**config.mk**
```make
export PLATFORM = sky130hd
export DESIGN_NAME = cvxif_offload_requester
export DESIGN_NICKNAME = d
export VERILOG_FILES = /design/src/rtl/cvxif_offload_requester.sv
export SDC_FILE = /design/constraint.sdc
export NUM_CORES = 1
export LEC_CHECK = 0
export BUFFER_PORTS_ARGS = -buffer_cell sky130_fd_sc_hd__buf_4
export CORE_AREA = 3 3 125 127
export DETAILED_ROUTE_END_ITERATION = 6
export DIE_AREA = 0 0 128 130
export PLACE_DENSITY = 0.71
export SETUP_SLACK_MARGIN = 0.1
export SLEW_MARGIN = 20
export SYNTH_ARGS = -nofsm -noshare
export SYNTH_HDL_FRONTEND = slang
export SYNTH_SLANG_ARGS = --single-unit
```
**constraint.sdc**
```tcl
create_clock -name clk_i -period 2 [get_ports clk_i]
set_input_delay 0.4 -clock clk_i [delete_from_list [all_inputs] [get_ports clk_i]]
set_output_delay 0.4 -clock clk_i [all_outputs]
set_load 0.02 [all_outputs]
```
**src/rtl/cvxif_offload_requester.sv**
```systemverilog
// Core-side CV-X-IF requester: one offload command at a time through issue/register, commit, result, response.
// Optional result watchdog is enabled by defining CVXIF_REQ_TIMEOUT_EN.
module cvxif_offload_requester #(
    parameter int unsigned XLEN    = 32,
    parameter int unsigned IdWidth = 4
`ifdef CVXIF_REQ_TIMEOUT_EN
    ,
    parameter int unsigned TimeoutCycles = 1024
`endif
) (
    input  logic               clk_i,
    input  logic               rst_i,
    // Every channel: a transfer happens on a rising edge with valid & ready high; the
    // sender holds valid and keeps its payload stable until that transfer.
    input  logic               cmd_valid_i,
    output logic               cmd_ready_o,
    input  logic [31:0]        cmd_instr_i,
    input  logic [XLEN-1:0]    cmd_rs1_i,
    input  logic [XLEN-1:0]    cmd_rs2_i,
    input  logic [IdWidth-1:0] cmd_id_i,
    output logic               issue_valid_o,
    input  logic               issue_ready_i,
    output logic [31:0]        issue_instr_o,
    output logic [IdWidth-1:0] issue_id_o,
    input  logic               issue_accept_i,
    input  logic               issue_writeback_i,
    output logic               register_valid_o,
    input  logic               register_ready_i,
    output logic [XLEN-1:0]    register_rs1_o,
    output logic [XLEN-1:0]    register_rs2_o,
    output logic [IdWidth-1:0] register_id_o,
    output logic               commit_valid_o,
    output logic [IdWidth-1:0] commit_id_o,
    output logic               commit_kill_o,
    input  logic               result_valid_i,
    output logic               result_ready_o,
    input  logic [IdWidth-1:0] result_id_i,
    input  logic [XLEN-1:0]    result_data_i,
    input  logic [4:0]         result_rd_i,
    input  logic               result_we_i,
    output logic               rsp_valid_o,
    input  logic               rsp_ready_i,
    output logic [XLEN-1:0]    rsp_data_o,
    output logic [4:0]         rsp_rd_o,
    output logic               rsp_we_o,
    output logic [1:0]         rsp_status_o,
    output logic [2:0]         dbg_state_o
);

    typedef enum logic [2:0] {
        S_IDLE,
        S_ISSUE,
        S_COMMIT,
        S_WAIT_RES,
        S_RSP
    } state_e;

    localparam logic [1:0] STATUS_OK       = 2'd0;
    localparam logic [1:0] STATUS_REJECTED = 2'd1;
`ifdef CVXIF_REQ_TIMEOUT_EN
    localparam logic [1:0] STATUS_TIMEOUT  = 2'd2;
    localparam int unsigned CntW = $clog2(TimeoutCycles + 1);
`endif

    state_e state;
    logic   issue_done;
    logic   reg_done;
    logic   accept_q;
    logic   writeback_q;

    logic   issue_xfer;
    logic   reg_xfer;
    logic   result_xfer;
    logic   issue_done_n;
    logic   reg_done_n;
    logic   accept_n;
    logic   result_match;

    assign issue_xfer   = issue_valid_o & issue_ready_i;
    assign reg_xfer     = register_valid_o & register_ready_i;
    assign result_xfer  = result_valid_i & result_ready_o;
    assign issue_done_n = issue_done | issue_xfer;
    assign reg_done_n   = reg_done | reg_xfer;
    // The accept decision may arrive in the same cycle the register side finishes.
    assign accept_n     = issue_xfer ? issue_accept_i : accept_q;
    assign result_match = result_xfer && (result_id_i == commit_id_o);
    assign dbg_state_o  = state;

`ifdef CVXIF_REQ_TIMEOUT_EN
    logic [CntW-1:0] tmo_cnt;
    logic            tmo_hit;
    assign tmo_hit = (tmo_cnt == CntW'(TimeoutCycles - 1));
`endif

    always_ff @(posedge clk_i) begin
        if (rst_i) begin
            state            <= S_IDLE;
            issue_done       <= 1'b0;
            reg_done         <= 1'b0;
            accept_q         <= 1'b0;
            writeback_q      <= 1'b0;
            cmd_ready_o      <= 1'b0;
            issue_valid_o    <= 1'b0;
            issue_instr_o    <= '0;
            issue_id_o       <= '0;
            register_valid_o <= 1'b0;
            register_rs1_o   <= '0;
            register_rs2_o   <= '0;
            register_id_o    <= '0;
            commit_valid_o   <= 1'b0;
            commit_id_o      <= '0;
            commit_kill_o    <= 1'b0;
            result_ready_o   <= 1'b0;
            rsp_valid_o      <= 1'b0;
            rsp_data_o       <= '0;
            rsp_rd_o         <= '0;
            rsp_we_o         <= 1'b0;
            rsp_status_o     <= STATUS_OK;
`ifdef CVXIF_REQ_TIMEOUT_EN
            tmo_cnt          <= '0;
`endif
        end else begin
            case (state)
                S_IDLE: begin
                    cmd_ready_o <= 1'b1;
`ifdef CVXIF_REQ_TIMEOUT_EN
                    // Soak up results that arrive after their transaction timed out.
                    result_ready_o <= 1'b1;
`endif
                    if (cmd_valid_i && cmd_ready_o) begin
                        cmd_ready_o      <= 1'b0;
                        result_ready_o   <= 1'b0;
                        issue_instr_o    <= cmd_instr_i;
                        issue_id_o       <= cmd_id_i;
                        register_id_o    <= cmd_id_i;
                        commit_id_o      <= cmd_id_i;
                        register_rs1_o   <= cmd_rs1_i;
                        register_rs2_o   <= cmd_rs2_i;
                        issue_valid_o    <= 1'b1;
                        register_valid_o <= 1'b1;
                        issue_done       <= 1'b0;
                        reg_done         <= 1'b0;
                        state            <= S_ISSUE;
                    end
                end

                S_ISSUE: begin
                    if (issue_xfer) begin
                        issue_valid_o <= 1'b0;
                        issue_done    <= 1'b1;
                        accept_q      <= issue_accept_i;
                        writeback_q   <= issue_writeback_i;
                    end
                    if (reg_xfer) begin
                        register_valid_o <= 1'b0;
                        reg_done         <= 1'b1;
                    end
                    if (issue_done_n && reg_done_n) begin
                        commit_valid_o <= 1'b1;
                        commit_kill_o  <= ~accept_n;
                        state          <= S_COMMIT;
                    end
                end

                S_COMMIT: begin
                    commit_valid_o <= 1'b0;
                    commit_kill_o  <= 1'b0;
                    if (accept_q) begin
                        result_ready_o <= 1'b1;
                        state          <= S_WAIT_RES;
`ifdef CVXIF_REQ_TIMEOUT_EN
                        tmo_cnt        <= '0;
`endif
                    end else begin
                        rsp_valid_o  <= 1'b1;
                        rsp_status_o <= STATUS_REJECTED;
                        rsp_data_o   <= '0;
                        rsp_rd_o     <= '0;
                        rsp_we_o     <= 1'b0;
                        state        <= S_RSP;
                    end
                end

                S_WAIT_RES: begin
                    // Results carrying another id are consumed and dropped here.
                    if (result_match) begin
                        result_ready_o <= 1'b0;
                        rsp_valid_o    <= 1'b1;
                        rsp_status_o   <= STATUS_OK;
                        rsp_data_o     <= result_data_i;
                        rsp_rd_o       <= result_rd_i;
                        rsp_we_o       <= result_we_i & writeback_q;
                        state          <= S_RSP;
                    end
`ifdef CVXIF_REQ_TIMEOUT_EN
                    else if (tmo_hit) begin
                        result_ready_o <= 1'b0;
                        rsp_valid_o    <= 1'b1;
                        rsp_status_o   <= STATUS_TIMEOUT;
                        rsp_data_o     <= '0;
                        rsp_rd_o       <= '0;
                        rsp_we_o       <= 1'b0;
                        state          <= S_RSP;
                    end else begin
                        tmo_cnt <= tmo_cnt + 1'b1;
                    end
`endif
                end

                S_RSP: begin
                    if (rsp_ready_i) begin
                        rsp_valid_o <= 1'b0;
                        cmd_ready_o <= 1'b1;
`ifdef CVXIF_REQ_TIMEOUT_EN
                        result_ready_o <= 1'b1;
`endif
                        state       <= S_IDLE;
                    end
                end

                default: begin
                    state <= S_IDLE;
                end
            endcase
        end
    end

endmodule

```
# Word-level counts from Yosys, hierarchy flattened

Index checks and enable logic that the tools add are counted.

Bits in registers: 154
Bits of input ports: 151
Output and inout bits: 158
Word-level logic and storage cells: 103

Equality and inequality tests: 13
Muxes and demuxes: 43
Bitwise logic cells: 7
Reductions and logical operators: 20

Operators by type and width:

| cell               | count |
|---|---|
| $mux 32            | 2 |
| $pmux 32 s2        | 1 |
| $mux 1             | 18 |
| $ne 2x2->1 const B | 8 |
| $pmux 1 s2         | 8 |
| $mux 3             | 5 |
| $pmux 3 s5         | 1 |
| $reduce_and 4->1   | 3 |
| $mux 5             | 2 |
| $pmux 5 s2         | 1 |
| $reduce_and 3->1   | 3 |
| $reduce_and 2->1   | 4 |
| $reduce_bool 2->1  | 4 |
| $eq 3x2->1 const B | 2 |
| $pmux 1 s3         | 2 |
| $reduce_bool 3->1  | 2 |
| $and 1x1->1        | 4 |
| $eq 4x4->1         | 1 |
| $mux 2             | 2 |
| $pmux 2 s2         | 1 |
| $eq 3x1->1 const B | 1 |
| $eq 3x3->1 const B | 1 |
| $logic_and 1x1->1  | 3 |
| $logic_not 3->1    | 1 |
| other kinds (2)    | 3 |

# Longest topological paths before layout

Gate-level depths: netlist of run 1.

Word-level depth: 5
Gate-level depth with buffers: 7
Depth with buffers taken out: 4

# Worst setup path before layout of run 1

Ideal clock, no wire load.

Kind: register to register
Start point: register cmd_ready_o
End point: register commit_id_o[3]
Setup time: 0.132 ns
Arrival time: 1.466 ns
Data required time: 1.868 ns
Path slack: 0.402 ns
Cell stages (with the launch flop): 7
Path buffers: 2
Period minus slack after synthesis: 1.598 ns
Cells stage by stage: dfxtp_1 -> nand2_1 -> or4_1 -> clkbuf_1 -> buf_2 -> nand2_1 -> a21oi_1

Longest elaborated chain between the ends: 2

RTL lines:

| item                       | RTL line | source |
|---|---|---|
| from (decl)                | 16       | `output logic cmd_ready_o,` |
| from (signal assigned)     | 102      | `cmd_ready_o <= 1'b0;` |
| from (signal assigned)     | 125      | `cmd_ready_o <= 1'b1;` |
| from (signal assigned)     | 131      | `cmd_ready_o <= 1'b0;` |
| $logic_and 1x1->1          | 130      | `if (cmd_valid_i && cmd_ready_o) begin` |
| $reduce_and 2->1 (no line) | -        |  |
| to (signal assigned)       | 136      | `commit_id_o <= cmd_id_i;` |
| to (decl)                  | 33       | `output logic [IdWidth-1:0] commit_id_o,` |

Every way passes these cells.
A chain may end at the register's enable or synchronous reset.

# Final worst setup path of run 1

Start point: register commit_id_o[0]
End point: register rsp_data_o[12]

Longest elaborated chain between the ends: 4

RTL lines:

| item                       | RTL line | source |
|---|---|---|
| $eq 4x4->1                 | 86       | `assign result_match = result_xfer && (result_id_i == commit_id_o);` |
| $logic_and 1x1->1          | 86       |  |
| $ne 2x2->1 (no line)       | -        |  |
| $reduce_and 3->1 (no line) | -        |  |
| to (signal assigned)       | 190      | `rsp_data_o <= result_data_i;` |
| to (decl)                  | 43       | `output logic [XLEN-1:0] rsp_data_o,` |

Every way passes these cells.

==> run summary, run 1 <==
The run finished with clean final reports. For the count of filler cells inserted in the layout, the log shows 1342. The tools report the kind of start point of the critical path as a register. After synthesis the cells add up to 5779 um2.

The endpoint kind of the worst setup timing path is a register. The run gives 1144 as the cell total after placement. The worst hold path begins at issue_writeback_i. The top cell family by delay on the critical path was simple AND/OR/NAND/NOR gates. The commonest non-fill, non-tap cell in the layout was sky130_fd_sc_hd__buf_4. Buffers placed on the I/O ports in this run total 307. The slowest cell on the critical path is sky130_fd_sc_hd__dfxtp_1.

The tools report the combined global-route utilization of all metal layers as 0.2008. The startpoint identified for the worst register-to-register timing path is commit_id_o[0]$_SDFFE_PP0P_. Maximum number of pins on one net before global-route repair: 78. In this run the clock root is driven by a sky130_fd_sc_hd__clkbuf_16. The tools report the arrival time reported for the critical path endpoint as 2.08 ns. For this run, the number of standard cells in the final layout without fillers is 1175. The area growth from synthesis to layout is 51.72%.

Static timing analysis puts the maximum clock frequency at 577.4 MHz. The worst hold path depth came out at 3. The initial core utilization was 0.3976. Core area: 14530 um2. Routability-driven placement finished with a final weighted congestion of 0.7940. The timing startpoint of the critical path was commit_id_o[0]$_SDFFE_PP0P_.

The min-delay analysis places its worst path in the category in -> reg. Setup repair after global routing left no endpoint under its margin. The net count of the finished layout is 1130.

For the share of the yosys chip area belonging to registers, the log shows 0.5300. Summed over all layers, the routed wires come to 17520 um. For the total overflow reported by the global router, the log shows 0.

The tools report the largest voltage drop on the vdd net as 0.0006526 V. The clock transition time at the flip-flop clock pins of the worst setup and hold paths was 0.06 ns; the count of hold buffers inserted by post-cts repair was 0. The detail route stage leaves a number of antenna-violating nets equal to 0. The number of pins with negative max-slew slack in the final report was 0. Type of the worst setup path: reg -> reg. Time the worst path needs with I/O delays and setup: 1.732 ns. The number of sinks on the clock net was 153; the clock tree skew after final layout was 0.01079 ns. The number of different library cells used by synthesis comes to 34. The logs give 2 for the maximum buffer depth of the clock tree and 0.42 ns for the clock latency of the later-clocked register in the worst-skew pair. The detailed router placed 5572 vias in this run. The max-capacitance violation count is 0. Setup violations remaining at the end of the flow were counted as 0. Summed over all failing endpoints, the final setup total negative slack is 0 ns. The total number of yosys warnings is 0.

The number of antenna diodes in the final layout is 0. The initialized floorplan defines 44 standard-cell rows. The first global-routing pass estimated 26680 um of wire. In the routed design, unresolved DRC markers number 0. The cell count after synthesis is 700. After synthesis, the mean cell area works out to 8.256 um2. The number of antenna violations at the first check in global routing was 0; the largest fanout of any net on the critical path was 40. Traced cell by cell, the critical path runs through xnor2_1 > nand3_1 > nor3_4 > buf_12 > mux2i_1. In this run, CTS created clock tree buffers numbering 17. Leaving out fill and tap cells, the most frequent cells in the layout are sky130_fd_sc_hd__buf_4, sky130_fd_sc_hd__nand2_1, sky130_fd_sc_hd__dfxtp_1.

Overall die area: 16640 um2. The worst hold slack was 0.2122 ns. Instance area at placement: 8174 um2. For the pin with the worst max-slew slack, the measured transition is 0.5175 ns. The analysis attributes to cell leakage a power of 3.709 nW.

The average wire length per cell after detail routing was 14.91 um. TritonCTS built the clock tree. The final cycle utilization of the critical path is 0.8659. For the worst flop-to-flop path, the logic depth is 5. Data on the critical path is required at its endpoint by 2.35 ns. The post-synthesis net count is 851, and the tightest slew margin relative to the limit is 0.6542. The first detailed-routing pass ran for 4 iterations.

The number of global-route vias before repair is 5093, and the share of layout cells above drive strength 1 is 0.3602. The critical path buffer and inverter count is 1, and the post-detailed-route via-to-cell ratio is 4.742. The finished cells cover 8768 um2. For this design the top-level I/O count stands at 309. The first routing iteration left 281 violations. Synthesis inferred 153 register bits. The count of endpoints failing hold in the final timing report was 0. For the level count of the clock H-tree, the log shows 4.

From bottom edge to top edge, the die measures 130 um. The placed wire-length estimate is 12540 um, and the power density over cell area is 1139 nW/um2. Delay of the slowest cell on the worst path: 0.44 ns. The die is 128 um wide.

The critical path runs through a total of 5 cells.
final timing paths:
path                               endpoint  slack, ns
max             rsp_data_o[12]$_SDFFE_PP0P_       0.27
min                writeback_q$_SDFFE_PP0P_       0.21
max reg2reg     rsp_data_o[12]$_SDFFE_PP0P_       0.27
min reg2reg  issue_instr_o[23]$_SDFFE_PP0P_       0.45
kinds of logic (layout without fill, tap and decap cells):
| group | count (synthesis) | in the layout | synth area share |
|---|---|---|---|
| and+or+nand+nor | 320 | 320 | 0.2267 |
| buffers and inverters | 59 | 350 | 0.05542 |
| AOI/OAI and AO/OA | 122 | 122 | 0.1102 |
| other | 1 | 1 | 0.0006489 |
| xor gates and xnor gates | 4 | 4 | 0.006061 |
| DFF | 153 | 153 | 0.5300 |
| muxes | 41 | 41 | 0.07101 |
registers in the layout, summed over array words and instances (netlist names), 3 cells and up:
name,cells
issue_instr_o,32
register_rs1_o,32
register_rs2_o,32
rsp_data_o,32
rsp_rd_o,5
commit_id_o,4
dbg_state_o,3
tightest hold or removal path: stages:
cell	delay, ns
sky130_fd_sc_hd__buf_4	0.08
sky130_fd_sc_hd__mux2i_1	0.05
sky130_fd_sc_hd__nor2_1	0.07
power breakdown:
group	switching (W)	leakage [nW]	internal (W)
Sequential	0.000290	1.24	0.00345
Combinational	0.00177	2.18	0.00122
Clock	0.00126	0.286	0.00199
Total	0.00333	3.71	0.00666
synthesized netlist by cell type:
master	n	area, um2
sky130_fd_sc_hd__nand2_1	283	1062
sky130_fd_sc_hd__dfxtp_1	153	3063
sky130_fd_sc_hd__a21oi_1	110	550.5
sky130_fd_sc_hd__mux2i_1	41	410.4
sky130_fd_sc_hd__buf_2	22	110.1
sky130_fd_sc_hd__clkbuf_1	20	75.07
sky130_fd_sc_hd__buf_4	15	112.6
sky130_fd_sc_hd__nor2_1	11	41.29
sky130_fd_sc_hd__a31oi_1	4	25.02
sky130_fd_sc_hd__nand3_1	4	20.02
sky130_fd_sc_hd__nor3_1	4	20.02
sky130_fd_sc_hd__xnor2_1	4	35.03
sky130_fd_sc_hd__nand2b_1	3	18.77
sky130_fd_sc_hd__buf_6	2	22.52
sky130_fd_sc_hd__nand3b_1	2	15.01
sky130_fd_sc_hd__nor3b_1	2	15.01
sky130_fd_sc_hd__o21ai_0	2	10.01
sky130_fd_sc_hd__or3_1	2	12.51
sky130_fd_sc_hd__and3_1	1	6.260
sky130_fd_sc_hd__conb_1	1	3.750
sky130_fd_sc_hd__nand3b_4	1	20.02
sky130_fd_sc_hd__nor3_2	1	10.01
sky130_fd_sc_hd__nor3b_4	1	18.77
sky130_fd_sc_hd__nor4_1	1	6.260
sky130_fd_sc_hd__nor4_4	1	21.27
sky130_fd_sc_hd__nor4b_1	1	8.760
sky130_fd_sc_hd__o2111a_1	1	11.26
sky130_fd_sc_hd__o21bai_1	1	7.510
sky130_fd_sc_hd__o22ai_1	1	6.260
sky130_fd_sc_hd__o311a_1	1	10.01
sky130_fd_sc_hd__o31a_1	1	8.760
sky130_fd_sc_hd__o31ai_1	1	7.510
sky130_fd_sc_hd__or2_2	1	6.260
sky130_fd_sc_hd__or4_1	1	7.510
cell type report:
type	instances	area (um2)	share of cell area
Sequential cell	153	3064	0.3495
Clock inverter	11	146.4	0.01670
Tap cell	184	230.2	0.02626
Multi-Input combinational cell	488	2411	0.2750
Timing Repair Buffer	319	2470	0.2817
Clock buffer	20	446.7	0.05094
stage by stage:
| stage | setup WS, ns | util | power (W) |
|---|---|---|---|
| finish | 0.2682 | 0.6033 | 0.009987 |
| global route | 0.1196 | 0.6033 | 0.01051 |
| CTS | 0.1774 | 0.6032 | 0.01007 |
| detailed placement | 0.1353 | 0.5624 | 0.006813 |
| global placement | 0.1405 | 0.5624 | 0.006786 |
| floorplan | 0.4017 | - | 0.005565 |
per-layer routing:
metal  up-vias  share of wire  GRT usage
met1      2526           0.41     0.2451
met3        23          0.078    0.06877
met4         0          0.018    0.06929
met5         -              0          0
li1       2820              -          -
met2       203           0.49     0.3327
timing repair:
item / in CTS / in global routing
resized for setup: 0 / 1
setup buffers: 0 / 0
setup endpoints to repair: 0 / 1
endpoints found under the hold margin: 0 / 0
Note: power is estimated with default switching activity, not from simulation.
==> inputs of run 2 (changes only) <==
Settings changed: CELL_PAD_IN_SITES_DETAIL_PLACEMENT set to 1, CELL_PAD_IN_SITES_GLOBAL_PLACEMENT set to 2, CORE_AREA 3 3 125 127 to 3 3 170 172, DIE_AREA 0 0 128 130 to 0 0 173 175, PLACE_DENSITY 0.71 to not set, PLACE_DENSITY_LB_ADDON set to 0.1.
Clock period 2 ns to 1.5 ns, I/O delays scaled along.
==> run 2 against run 1 <==
The flow now finishes with violations (negative setup slack); sequential power is 33% higher; power is 49% higher; wire length is 37% higher; register-to-register slack worse by 0.28 ns; non-clock buffer count is 57 higher; clock power is 34% higher; cell area is 15% higher; sequential cell count stayed put; final cell count is 21% higher; critical path type is now reg -> out; critical endpoint is now dbg_state_o[0]; largest cell class is now non-clock buffers.
==> run summary, run 2 (synthesized netlist as in run 1, its figures left out) <==
The flow ran to the end, but the final reports show violations. The final reports fail on negative setup slack. Entering global routing, the biggest net connects 68 pins. Endpoint kind of the worst setup timing path: an output port. The logs give 1 for the number of antenna violations at the first check in global routing and 1187 for the number of nets in the final layout. The region available for standard cell placement spans 27630 um2.

The logs give 1.22 ns for the arrival time reported for the critical path endpoint and 0 for the number of pins with negative max-slew slack in the final report. On the final layout, the worst clock skew is 0.01176 ns. The tools report the total of endpoints with negative setup slack in the final report as 33.

For the worst-skew pair, the clock arrives at the later sink with an insertion delay of 0.42 ns. After clock tree synthesis, the clock-pin slew on the worst setup and hold paths is 0.07 ns. Along the worst path, the maximum fanout reaches 5.

Measured along the y axis, the die boundary spans 175 um. Summed over all failing endpoints, the final setup total negative slack is -0.2744 ns. For the met3 track demand over resource in global routing, the log shows 0.05932. The global-route wire length before repair is 35780 um.

Static timing analysis puts the maximum clock frequency at 657.2 MHz. The logs give 4 for the level count of the clock H-tree and 0 for the remaining antenna violation count after routing. On the final layout, the worst hold slack is 0.1229 ns. The combined global-route utilization of all metal layers came out at 0.1501.

TritonCTS built the clock tree. The share of layout cells above drive strength 1 is 0.4494, and the placed wire-length estimate is 16250 um. The total overflow reported by the global router was 0. The tree is rooted in a sky130_fd_sc_hd__clkbuf_16.

Dividing the detail-routed wire length by the instance count gives 16.80 um. The die boundary width was 173 um; the cell row count was 61. For the number of sinks on the clock net, the log shows 153.

In this run the worst hold path is classified as in -> reg. The leakage power came out at 4.202 nW. The number of global-route vias before repair is 6066, and the routability-driven placement congestion ratio is 0.6717. Leaving out fill and tap cells, the most frequent cell in the layout is sky130_fd_sc_hd__buf_4.

The repair_antennas step left the layout with diodes totalling 0. The detailed router finished its first iteration with 160 violations. The largest voltage drop on the vdd net was 0.0006320 V. At the placement stage, the worst setup path has a slack of -0.2239 ns. In the routed design, unresolved DRC markers number 0. For the number of search-and-repair iterations in the first detailed-routing pass, the log shows 4. Dividing the detail-routed via count by the number of cells gives 4.136.

Buffers inserted during clock tree synthesis total 17. The die covers 30280 um2. The tools report the post-layout worst setup margin as -0.02150 ns. Setup repair after global routing could not meet its margin everywhere. Count of endpoints failing hold in the final timing report: 0.

The worst setup path is of the reg -> out kind. In this run the power density over the cells is 1480 nW/um2. The worst path in the final design needs a cycle of 1.521 ns, including I/O delays and setup.

The run gives 0 as the max-capacitance violation count. The initial core utilization is 0.2092. The clock passes through at most 2 buffers. The global routing stage identified its most utilized layer as met2. The tools report the total via count in the routed design as 5898. The met1 layer usage reported by global route is 0.1892, and the layout-stage area growth over the synthesis result is 74.43%.

The total detailed-routing wirelength came out at 23960 um. The tools report the met2 layer usage reported by global route as 0.2410. During I/O placement, the number of pins put on the boundary was 309. STA classifies the critical path startpoint as a register. The final cycle utilization of the critical path came out at 1.014. Port buffering added 307 buffers. Data on the critical path is required at its endpoint by 1.20 ns.

In the layout the commonest cells are sky130_fd_sc_hd__buf_4, sky130_fd_sc_hd__nand2_1, sky130_fd_sc_hd__dfxtp_1.
-- run 2: cell count changes in the layout (fill, tap and decap cells not counted), moves of 5 or more --
| cell | previous run | this run |
|---|---|---|
| sky130_fd_sc_hd__buf_12 | 6 | 13 |
| sky130_fd_sc_hd__buf_16 | 0 | 5 |
| sky130_fd_sc_hd__buf_4 | 313 | 325 |
| sky130_fd_sc_hd__buf_6 | 0 | 23 |
| sky130_fd_sc_hd__clkbuf_16 | 17 | 24 |
| sky130_fd_sc_hd__dfxtp_1 | 152 | 145 |
| sky130_fd_sc_hd__nand2_1 | 283 | 250 |
| sky130_fd_sc_hd__nand2_2 | 0 | 28 |
| sky130_fd_sc_hd__nand2_4 | 0 | 5 |
-- run 2: final timing paths --
| check | from | cells after the start | to | slack, ns |
|---|---|---|---|---|
| worst min-delay path | cmd_instr_i[18] | 3 | issue_instr_o[18]$_SDFFE_PP0P_ | 0.12 |
| worst min register to register | register_rs1_o[23]$_SDFFE_PP0P_ | 2 | register_rs1_o[23]$_SDFFE_PP0P_ | 0.45 |
| worst max-delay path | dbg_state_o[0]$_SDFFE_PP0P_ | 4 | dbg_state_o[0] | -0.02 |
| worst max register to register | dbg_state_o[0]$_SDFFE_PP0P_ | 4 | register_rs2_o[21]$_SDFFE_PP0P_ | -0.01 |
-- run 2: report_power, final --
| group | internal [W] | switching [W] |
|---|---|---|
| registers | 0.00463 | 0.000361 |
| logic | 0.00265 | 0.00293 |
| clock network | 0.00251 | 0.00184 |
| total | 0.00979 | 0.00513 |
-- run 2: layout make-up --
class | count | area [um2]
Multi-Input combinational cell | 488 | 2625
Clock buffer | 19 | 442.9
Fill cell | 3267 | 17550
Sequential cell | 153 | 3083
Tap cell | 378 | 473.0
Clock inverter | 12 | 140.1
Timing Repair Buffer | 376 | 3317
-- run 2: timing repair --
item / 4_1_cts / 5_1_grt
hold endpoints to repair: 0 / 0
hold buffers: 0 / 0
cloned: 5 / 9
resized for setup: 42 / 51
setup buffers: 10 / 10
endpoints found under the setup margin: 147 / 159
pin swaps: 20 / 24
-- run 2: through the flow --
step	util	cells	instance area, um2	total power, W
5_1_grt	0.3649	1426	10080	0.01587
3_3_place_gp	0.3148	1363	8698	0.009793
2_1_floorplan	-	700	5817	0.007463
6_report	0.3649	1426	10080	0.01492
3_5_place_dp	0.3148	1363	8698	0.009805
4_1_cts	0.3488	1409	9638	0.01475
-- run 2: worst max-delay path, cell delays in order (launching register included) --
cell and delay (ns):
sky130_fd_sc_hd__dfxtp_4 0.36, sky130_fd_sc_hd__buf_6 0.11, sky130_fd_sc_hd__buf_6 0.11, sky130_fd_sc_hd__buf_6 0.11, sky130_fd_sc_hd__buf_6 0.12
-- run 2: metal layers --
layer / wire length [um] / vias to the layer above / part of all wire
met2: 11140 / 184 / 0.46
met1: 10820 / 2751 / 0.45
met5: 13 / - / 0.00054
met3: 1746 / 16 / 0.073
li1: - / 2945 / -
met4: 244 / 2 / 0.010
